<file path="src/rtl/spi_clk_seq.sv">
// spi_clk_seq: chip-select and serial-clock sequencer for the SPI master.
// Runs lead delay, divided s_clk generation and trail delay around one transfer.
// Emits go/pos_edge/neg_edge strobes for the shift register, which ends the
// transfer through its last flag.
//
// state | meaning
// IDLE  | waiting for start; s_clk follows live cpol
// LEAD  | slave selected, counting lead delay before first clock activity
// RUN   | dividing clk into s_clk phases and issuing strobes
// TRAIL | slave still selected, counting trail delay before done
module spi_clk_seq #(
    parameter int DIV_W = 16,
    parameter int DLY_W = 8,
    parameter int SS_W  = 8
) (
    input  logic             clk,
    input  logic             rst,
    input  logic             start,
    input  logic [DIV_W-1:0] divider,
    input  logic             cpol,
    input  logic [SS_W-1:0]  ss_sel,
    input  logic             ss_auto,
    input  logic [DLY_W-1:0] lead_dly,
    input  logic [DLY_W-1:0] trail_dly,
    input  logic             last,
    output logic             go,
    output logic             pos_edge,
    output logic             neg_edge,
    output logic             s_clk,
    output logic [SS_W-1:0]  ss_n,
    output logic             busy,
    output logic             done
);

    typedef enum logic [1:0] {IDLE, LEAD, RUN, TRAIL} state_t;

    state_t           state;
    logic [DIV_W-1:0] cnt;
    logic [DIV_W-1:0] div_q;
    logic [DLY_W-1:0] dly;
    logic [DLY_W-1:0] trail_q;
    logic             ph;
    logic             cpol_q;
    logic             auto_q;
    logic [SS_W-1:0]  sel_q;
    logic [SS_W-1:0]  ss_act;
    logic [SS_W-1:0]  ss_idle;
    logic             cnt_zero;
    logic             dly_zero;

    // Strobes are decodes of registered state so they line up with the
    // cycle in which the counter reaches zero.
    assign cnt_zero = (cnt == '0);
    assign dly_zero = (dly == '0);
    assign busy     = (state != IDLE);
    assign go       = (state == LEAD)  && dly_zero;
    assign done     = (state == TRAIL) && dly_zero;
    assign pos_edge = (state == RUN) && cnt_zero && !ph;
    assign neg_edge = (state == RUN) && cnt_zero && ph;

    // Select patterns for an active transfer and for idle; manual mode follows live ss_sel.
    assign ss_act  = auto_q  ? ~sel_q : ~ss_sel;
    assign ss_idle = ss_auto ? '1     : ~ss_sel;

    // Sequencer state, counters, latched configuration and registered pins.
    always_ff @(posedge clk or posedge rst) begin
        if (rst) begin
            state   <= IDLE;
            cnt     <= '0;
            div_q   <= '0;
            dly     <= '0;
            trail_q <= '0;
            ph      <= 1'b0;
            cpol_q  <= 1'b0;
            auto_q  <= 1'b0;
            sel_q   <= '0;
            s_clk   <= 1'b0;
            ss_n    <= '1;
        end else begin
            case (state)
                IDLE: begin
                    ph    <= 1'b0;
                    s_clk <= cpol;
                    ss_n  <= ss_idle;
                    if (start) begin
                        div_q   <= divider;
                        cpol_q  <= cpol;
                        sel_q   <= ss_sel;
                        auto_q  <= ss_auto;
                        trail_q <= trail_dly;
                        dly     <= lead_dly;
                        ss_n    <= ~ss_sel;
                        state   <= LEAD;
                    end
                end
                LEAD: begin
                    s_clk <= cpol_q;
                    ss_n  <= ss_act;
                    if (dly_zero) begin
                        cnt   <= div_q;
                        state <= RUN;
                    end else begin
                        dly <= dly - DLY_W'(1);
                    end
                end
                RUN: begin
                    ss_n  <= ss_act;
                    s_clk <= ph ^ cpol_q;
                    if (!cnt_zero) begin
                        cnt <= cnt - DIV_W'(1);
                    end else begin
                        cnt <= div_q;
                        if (ph) begin
                            ph    <= 1'b0;
                            s_clk <= cpol_q;
                        end else if (!last) begin
                            ph    <= 1'b1;
                            s_clk <= ~cpol_q;
                        end else begin
                            // terminating strobe: no toggle, go count trail delay
                            dly   <= trail_q;
                            state <= TRAIL;
                        end
                    end
                end
                TRAIL: begin
                    if (dly_zero) begin
                        s_clk <= cpol;
                        ss_n  <= ss_idle;
                        state <= IDLE;
                    end else begin
                        s_clk <= cpol_q;
                        ss_n  <= ss_act;
                        dly   <= dly - DLY_W'(1);
                    end
                end
                default: state <= IDLE;
            endcase
        end
    end

endmodule
</file>
<file path="config.mk">
export PLATFORM = sky130hd
export DESIGN_NAME = spi_clk_seq
export DESIGN_NICKNAME = d
export VERILOG_FILES = /design/src/rtl/spi_clk_seq.sv
export SDC_FILE = /design/constraint.sdc
export NUM_CORES = 1
export LEC_CHECK = 0
export ABC_CLOCK_PERIOD_IN_PS = 2800
export CORE_ASPECT_RATIO = 1.2
export CORE_MARGIN = 5
export CORE_UTILIZATION = 35
export CTS_BUF_LIST = sky130_fd_sc_hd__clkbuf_8
export DETAILED_ROUTE_END_ITERATION = 12
export PLACE_DENSITY = 0.57
export SLEW_MARGIN = 20
export SYNTH_ARGS = -nofsm -noshare
export SYNTH_HDL_FRONTEND = slang
export SYNTH_SLANG_ARGS = --single-unit
</file>
<file path="constraint.sdc">
create_clock -name clk -period 2.8 [get_ports clk]
set_clock_uncertainty 0.2 [all_clocks]
set_input_delay 0.56 -clock clk [delete_from_list [all_inputs] [get_ports clk]]
set_output_delay 0.56 -clock clk [all_outputs]
set_load 0.01 [all_outputs]
</file>
## Word level (Yosys, flattened, before mapping)

Cells that the tools add are included.

- Bits in registers: 70
- Input port bits: 46
- Output and inout bits: 14

- Reductions and logical operators: 19
- Bitwise gates (word level): 4
- Add/sub/neg operators: 2
- Mux-type cells: 30
- Equal/unequal tests: 10

Operators by type and width:

| operator | count |
|---|---|
| $mux 8 | 9 |
| $pmux 8 s3 | 2 |
| $mux 16 | 2 |
| $pmux 16 s2 | 1 |
| $logic_not 16->1 | 1 |
| $not 8->8 | 2 |
| $sub 16x1->16 const B | 1 |
| $ne 2x2->1 const B | 7 |
| $mux 2 | 6 |
| $logic_not 8->1 | 1 |
| $pmux 2 s4 | 1 |
| $sub 8x1->8 const B | 1 |
| $mux 1 | 7 |
| $reduce_and 2->1 | 3 |
| $reduce_and 6->1 | 1 |
| $reduce_bool 2->1 | 3 |
| $logic_and 1x1->1 | 5 |
| $reduce_and 5->1 | 1 |
| $eq 2x2->1 const B | 2 |
| $pmux 1 s4 | 1 |
| $reduce_or 2->1 | 2 |
| $eq 2x1->1 const B | 1 |
| $logic_not 2->1 | 1 |
| $pmux 1 s2 | 1 |
| 3 further kinds | 3 |

## Longest topological paths before layout

Gate-level depths: netlist (run 1).

- Depth after elaboration: 5
- Gate-level depth with buffers: 9

## Worst setup path before layout (run 1)

No wires, ideal clock.

- Kind: register -> register
- From: register cnt[0]
- To: register cnt[14]
- Stages on the path, launching flop included: 9
- Path buffers: 1
- Slack: 0.384 ns
- Period minus slack after synthesis: 2.416 ns
- Arrival time: 2.090 ns
- Setup time: 0.126 ns
- Path through: dfrtp_1 > inv_1 > ha_1 > or3b_1 > or4_1 > buf_2 > nor3_1 > o21ai_0 > a221o_1

- Cells in the longest elaborated chain, start to end: 3
- Elaborated cells on any way between the ends: 4
- Classes of those cells: 1 x add/sub; 2 x mux; 1 x reduce/logical

Ends and longest elaborated chain:

| what | line | RTL |
|---|---|---|
| from (decl) | 38 | `logic [DIV_W-1:0] cnt;` |
| from (signal assigned) | 100 | `cnt <= div_q;` |
| from (signal assigned) | 110 | `cnt <= cnt - DIV_W'(1);` |
| from (signal assigned) | 112 | `cnt <= div_q;` |
| $sub 16x1->16 / $logic_not 16->1 (equally long branches) | 110, 53 |  |
| $mux 16 * | 109 | `if (!cnt_zero) begin` |
| $pmux 16 s2 * | 80 | `case (state)` |

Mark *: on every way between the ends. The rest lies on a longest branch, timed or not.
A chain may end at the register's enable or synchronous reset.

## Worst setup path in the final report (run 1)

- From: register cnt[9]
- To: output port pos_edge

- Cells in the longest elaborated chain, start to end: 3

Ends and longest elaborated chain:

| what | line | RTL |
|---|---|---|
| $logic_not 16->1 | 53 | `assign cnt_zero = (cnt == '0);` |
| $logic_and 1x1->1 (2 in series) | 58 | `assign pos_edge = (state == RUN) && cnt_zero && !ph;` |
| to (decl) | 27 | `output logic pos_edge,` |

No other way between the ends.

==> results.txt, run 1 <==
Initial antenna violation count = 0
RSZ-0062 raised after global routing = false
CTS H-Tree Depth = 3
Post-placement cell area = 4710 sq um
Primary FF master, synth = dfrtp_1
Max-cap violations = 0
Crit path largest cell delay = 0.41 ns
Status = completed
Vias in the first global route = 3223
Grt total ovfl = 0
Clock buffer depth = 2
Slowest CP cell = dfrtp_1
Cts hold-fix bufs = 0
CTS tree = done
Simple-Gate Fraction of Synth Area = 14.2%
Clock buffer count from CTS = 9
EDFF count, synth = 0
Post-synthesis mux area share = 15.4%
Total track usage = 15.1%
Clock Latency Late Sink = 0.35 ns
Synth Warn # = 0
Worst EP arrival = 1.91 ns
Synth Instances = 360
DR pass1 iterations = 4
Crit path cell chain = nor4_4 -> nand4_2 -> or2_4 -> nor2_1 -> dlygate4sd2_1
Worst setup EP type = output port
Setup Fix Bufs, Post-CTS = 0
Worst Min Path Start = trail_q[1]$_DFFE_PP0P_
RD Place Congestion = 0.772
Routed WL = 9.40 mm
Final Total Pwr = 5.70 mW
Place WS = 0.0280 ns
Maximum achievable frequency = 375 MHz
Placed Cells = 557
Critical setup path kind = flip-flop to output port
Cell Pwr Density = 1160 nW/um^2
CTS sink cnt = 70
Nets@finish = 490
Post-synthesis sequential area ratio = 45.9%
Hold Path Class = flip-flop to flip-flop
P&R area growth vs syn = 28.6%
DR vias/cell = 5.26
Final HPWL DP = 6.57 mm
ANT cells = 0
First-pass GRT wire length = 16.0 mm
Area fraction in compound gates after synthesis = 16.3%
Die width = 106 um
Cell Area, Synth = 3840 sq um
RR Startpoint = cnt[0]$_DFFE_PP0P_
Starting Density = 35.3%
Via Count = 3013
Leading area contributor after synthesis = dfrtp_1
Final min period = 2.67 ns
Hold Fails Final Rpt = 0
Iter 0 DRT Violations = 78
Core footprint = 10900 sq um
Fillers = 1032
Synth Area in Adders = 2.61%
Io pins = 60
Post-synthesis xor/xnor area fraction = 1.14%
TNS Setup = 0 ns
# rows = 42
Wire per inst = 16.4 um
Finished Layout Cells = 573
Area share of the largest cell type after synthesis = 40.4%
Die height = 125 um
Critical Path RT = 2.04 ns
Clk root buf = clkbuf_8
Peak fanout along the critical path = 3
Rel. slew slack = 49.2%
Maximum vdd drop = 0.000520 V
Tcrit/Tclk final = 95.3%
Leak = 2.04 nW
Share of cells above drive strength 1 = 24.7%
Top cells by area, synth = dfrtp_1 40%, mux2_2 12%, dfstp_2 5.5%
Yosys reg bits = 70
Design area = 4930 sq um
Final Max Slew Viols = 0
Port bufs = 59
Largest family of logic cells by synthesized area = compound AO/OA/AOI/OAI gates
Commonest cells after routing, fill and taps aside = 62 x dfrtp_1, 55 x clkdlybuf4s50_1, 40 x mux2_2
Post-Synthesis Mean Instance Area = 10.7 sq um
Largest net degree at the start of global routing = 71
Setup crit start = cnt[9]$_DFFE_PP0P_
Post-synthesis cell type count = 55
Commonest non-fill, non-tap cell in the layout = dfrtp_1
Synth Net Count = 414
Worst-path clk slew = 0.08 ns
CP Launch Type = flip-flop
Setup ws final = 0.133 ns
DRC Markers = 0
Die ar. = 13200 sq um
Async SR Flop Fraction = 100%
# setup viols final = 0
Final ANT Viol Nets = 0
Worst-margin pin slew = 0.762 ns
-- worst max-delay path, delay by kind of cell (launching register included) --
family                 cells  cell delay [ns]
flip-flops                 1             0.41
buffers and inverters      1             0.27
AND/OR/NAND/NOR            4             0.88
-- power breakdown --
part | switching (mW) | internal [mW]
registers | 0.381 | 1.57
logic | 1.43 | 1.48
clock network | 0.385 | 0.453
-- cells in the mapped netlist (3+ instances only) --
library cell / instances
a21oi_1: 26
a221o_1: 3
a221oi_1: 8
and2_1: 3
buf_2: 5
clkbuf_1: 13
dfrtp_1: 62
dfstp_2: 8
ha_1: 8
inv_1: 18
mux2_2: 40
mux2i_1: 14
nand2_1: 10
nand2b_1: 11
nand3_1: 3
nor2_1: 16
nor2b_1: 8
nor3_1: 12
nor4_1: 4
nor4b_1: 3
o211ai_1: 4
o21a_1: 4
o21ai_0: 20
o22ai_1: 4
o2bb2ai_1: 7
or4_1: 3
xnor2_1: 5
-- area by class of cell --
type	instances	area (sq um)	share of cell area (%)
flip-flops and latches	70	1760	35.7
inverters	20	75.1	1.52
well taps	132	165	3.35
repair buffers	86	793	16.1
clock buffers	11	151	3.07
clock inverters	5	48.8	0.989
multi-input cells	249	1940	39.3
-- layer usage --
layer	up-vias	wire, um	track usage (%)
li1	1465	-	-
met1	1481	4150	18.7
met2	53	4740	25.5
met3	14	318	2.75
met4	0	191	6.71
met5	-	0	0
-- cells by family after synthesis --
group	after synthesis
AO/OA/AOI/OAI	93
AND/OR/NAND/NOR	89
flip-flops	70
multiplexers	54
buffers and inverters	41
adder cells (fa/ha/maj)	8
XOR/XNOR	5
-- metrics by stage --
| stage | util (%) | hold WS [ns] |
|---|---|---|
| 2_1_floorplan | - | 0.271 |
| 3_3_place_gp | 43.3 | 0.287 |
| 3_5_place_dp | 43.3 | 0.296 |
| 4_1_cts | 45.3 | 0.313 |
| 5_1_grt | 45.3 | 0.321 |
| 6_report | 45.3 | 0.305 |
-- path summary, 6_finish.rpt --
| path | end | slack [ns] | cells past startpoint |
|---|---|---|---|
| setup / recovery | pos_edge | 0.13 | 5 |
| hold / removal | trail_q[1]$_DFFE_PP0P_ | 0.30 | 1 |
| setup reg to reg | cnt[10]$_DFFE_PP0P_ | 0.17 | 9 |
| hold reg to reg | trail_q[1]$_DFFE_PP0P_ | 0.30 | 1 |
| max in group asynchronous | ss_n[4]$_DFF_PP1_ | 1.67 | 3 |
| min in group asynchronous | div_q[13]$_DFFE_PP0P_ | 0.41 | 3 |
-- sequential cells by signal, indices dropped and copies added (netlist names), 2 cells and up --
| signal | cells |
|---|---|
| cnt | 16 |
| ss_n | 8 |
| sel_q | 8 |
| state | 2 |
| trail_q | 8 |
| div_q | 16 |
| dly | 8 |
-- timing repair --
action,4_1_cts,5_1_grt
resized for setup,8,6
gates cloned,0,0
endpoints found under the setup margin,4,5
pin swaps,0,1
Power figures use the tool's default switching activity.
==> run 2: changes to the inputs <==
Settings changed: ABC_CLOCK_PERIOD_IN_PS 2800 to 3100.
Clock period 2.8 ns to 3.1 ns, I/O delays scaled along.
==> results.txt, run 2 (same netlist as run 1, synthesis figures left out) <==
Design area = 4800 sq um (-2.7%)
Status = completed
Largest net degree at the start of global routing = 71 (unchanged)
Cell Pwr Density = 1030 nW/um^2 (-11%)
Hold Path Class = flip-flop to flip-flop
CTS tree = done
P&R area growth vs syn = 25.0%
First-pass GRT wire length = 15.7 mm (-1.9%)
Commonest cells after routing, fill and taps aside = 62 x dfrtp_1, 55 x clkdlybuf4s50_1, 40 x mux2_2
CTS sink cnt = 70 (unchanged)
Worst EP arrival = 2.05 ns (+0.14 ns)
RSZ-0062 raised after global routing = false
Clk root buf = clkbuf_8
Worst-path clk slew = 0.07 ns (about the same)
Final Max Slew Viols = 0 (unchanged)
Total track usage = 14.8% (-0.34 points)
# rows = 42 (unchanged)
Die height = 125 um (unchanged)
Initial antenna violation count = 0 (unchanged)
Vias in the first global route = 3103 (-3.7%)
DR vias/cell = 5.30 (+0.74%)
Nets@finish = 476 (-2.9%)
DRC Markers = 0 (unchanged)
Die width = 106 um (unchanged)
Iter 0 DRT Violations = 70 (-10%)
Maximum achievable frequency = 348 MHz
Core footprint = 10900 sq um (unchanged)
Leak = 1.96 nW (-3.8%)
Max-cap violations = 0 (unchanged)
Critical setup path kind = flip-flop to output port
Die ar. = 13200 sq um (unchanged)
Post-placement cell area = 4590 sq um (-2.5%)
Maximum vdd drop = 0.000464 V (-11%)
Hold slack = 0.304 ns (-0.000654 ns)
Busiest layer in global routing = met2
# setup viols final = 0 (unchanged)
Tcrit/Tclk final = 92.6%
RD Place Congestion = 0.813 (+5.3%)
GR Util met2 = 24.5% (-0.98 points)
Met1 Usage GRT = 18.6% (-0.17 points)
Routed WL = 9.27 mm (-1.4%)
Rel. slew slack = 51.5% (+2.3 points)
CTS H-Tree Depth = 3 (unchanged)
Clock Latency Late Sink = 0.35 ns (about the same)
Peak fanout along the critical path = 4 (+1)
Io pins = 60 (unchanged)
Wire per inst = 16.6 um (+1.1%)
Via Count = 2961 (-1.7%)
Starting Density = 35.3% (unchanged)
Final ANT Viol Nets = 0 (unchanged)
Grt total ovfl = 0 (unchanged)
Final HPWL DP = 6.31 mm (-3.9%)
Hold Fails Final Rpt = 0 (unchanged)
Critical Path RT = 2.28 ns (+0.24 ns)
TNS Setup = 0 ns (unchanged)
Clock buffer depth = 2 (unchanged)
Fillers = 1021 (-1.1%)
ANT cells = 0 (unchanged)
CP Launch Type = flip-flop
Met3 Use GR = 3.27% (+0.52 points)
Final min period = 2.87 ns
Worst-margin pin slew = 0.727 ns (-0.0351 ns)
Top flop regs = cnt: 16 flops, div_q: 16 flops
Worst setup EP type = output port
Share of cells above drive strength 1 = 21.3% (-3.4 points)
Clock buffer count from CTS = 9 (unchanged)
Port bufs = 59 (unchanged)
Commonest non-fill, non-tap cell in the layout = dfrtp_1
DR pass1 iterations = 4 (unchanged)
-- run 2: changes by cell type in the layout (fill, tap and decap cells not counted) --
cell / change
nor4_2: -2
or2_4: -1
nor4b_2: +1
nor4b_4: -1
bufinv_16: -1
clkbuf_8: +1
clkinvlp_4: +1
or2_2: +1
clkbuf_2: -2
clkinv_2: -1
nor4_1: +2
dlygate4sd2_1: +2
buf_4: -14
-- run 2: metrics by stage --
step / setup slack [ns] / power, mW / util, % / std cells
3_5_place_dp: 0.231 / 4.24 / 42.2 / 541
4_1_cts: 0.192 / 5.01 / 44.1 / 559
2_1_floorplan: 0.525 / 3.54 / - / 360
3_3_place_gp: 0.251 / 4.20 / 42.2 / 541
6_report: 0.229 / 4.94 / 44.1 / 559
5_1_grt: 0.0268 / 5.36 / 44.1 / 559
-- run 2: path summary, 6_finish.rpt --
check,from,to,slack [ns],cells after the start
worst max-delay path,cnt[0]$_DFFE_PP0P_,pos_edge,0.23,7
worst min register to register,trail_q[1]$_DFFE_PP0P_,trail_q[1]$_DFFE_PP0P_,0.30,1
min in group asynchronous,rst,div_q[11]$_DFFE_PP0P_,0.47,3
worst max register to register,cnt[0]$_DFFE_PP0P_,cnt[14]$_DFFE_PP0P_,0.43,7
max in group asynchronous,rst,ss_n[6]$_DFF_PP1_,1.91,3
worst min-delay path,trail_q[1]$_DFFE_PP0P_,trail_q[1]$_DFFE_PP0P_,0.30,1
-- run 2: area by class of cell --
class	count	area (sq um)	area share, %
clock buffer	12	165	3.44
sequential	70	1760	36.7
clock inverter	4	21.3	0.443
timing repair buffer	72	696	14.5
multi-input combinational	249	1910	39.9
inverter	20	75.1	1.56
tap	132	165	3.44
-- run 2: where the power goes --
group | internal [mW] | leakage (nW) | switching [mW]
sequential | 1.42 | 0.833 | 0.383
combinational | 1.22 | 1.03 | 1.22
clock | 0.351 | 0.0996 | 0.351
total | 2.99 | 1.96 | 1.95
-- run 2: critical path, cell delays in order, from the launching register on --
cell and delay, ns:
dfrtp_1 0.39, inv_1 0.12, ha_1 0.16, nor4b_2 0.21, nand4_2 0.12, or2_2 0.33
nor2_1 0.10, dlygate4sd2_1 0.27
-- run 2: per-layer routing --
metal,share of wire [%],vias to the layer above
met5,0,-
li1,-,1434
met1,44,1450
met2,50,65
met3,4.6,12
met4,1.8,0
-- run 2: repair_timing --
item | 4_1_cts | 5_1_grt
setup buffers | 2 | 0
hold buffers | 0 | 0
resized for setup | 6 | 0
endpoints found under the setup margin | 4 | 0
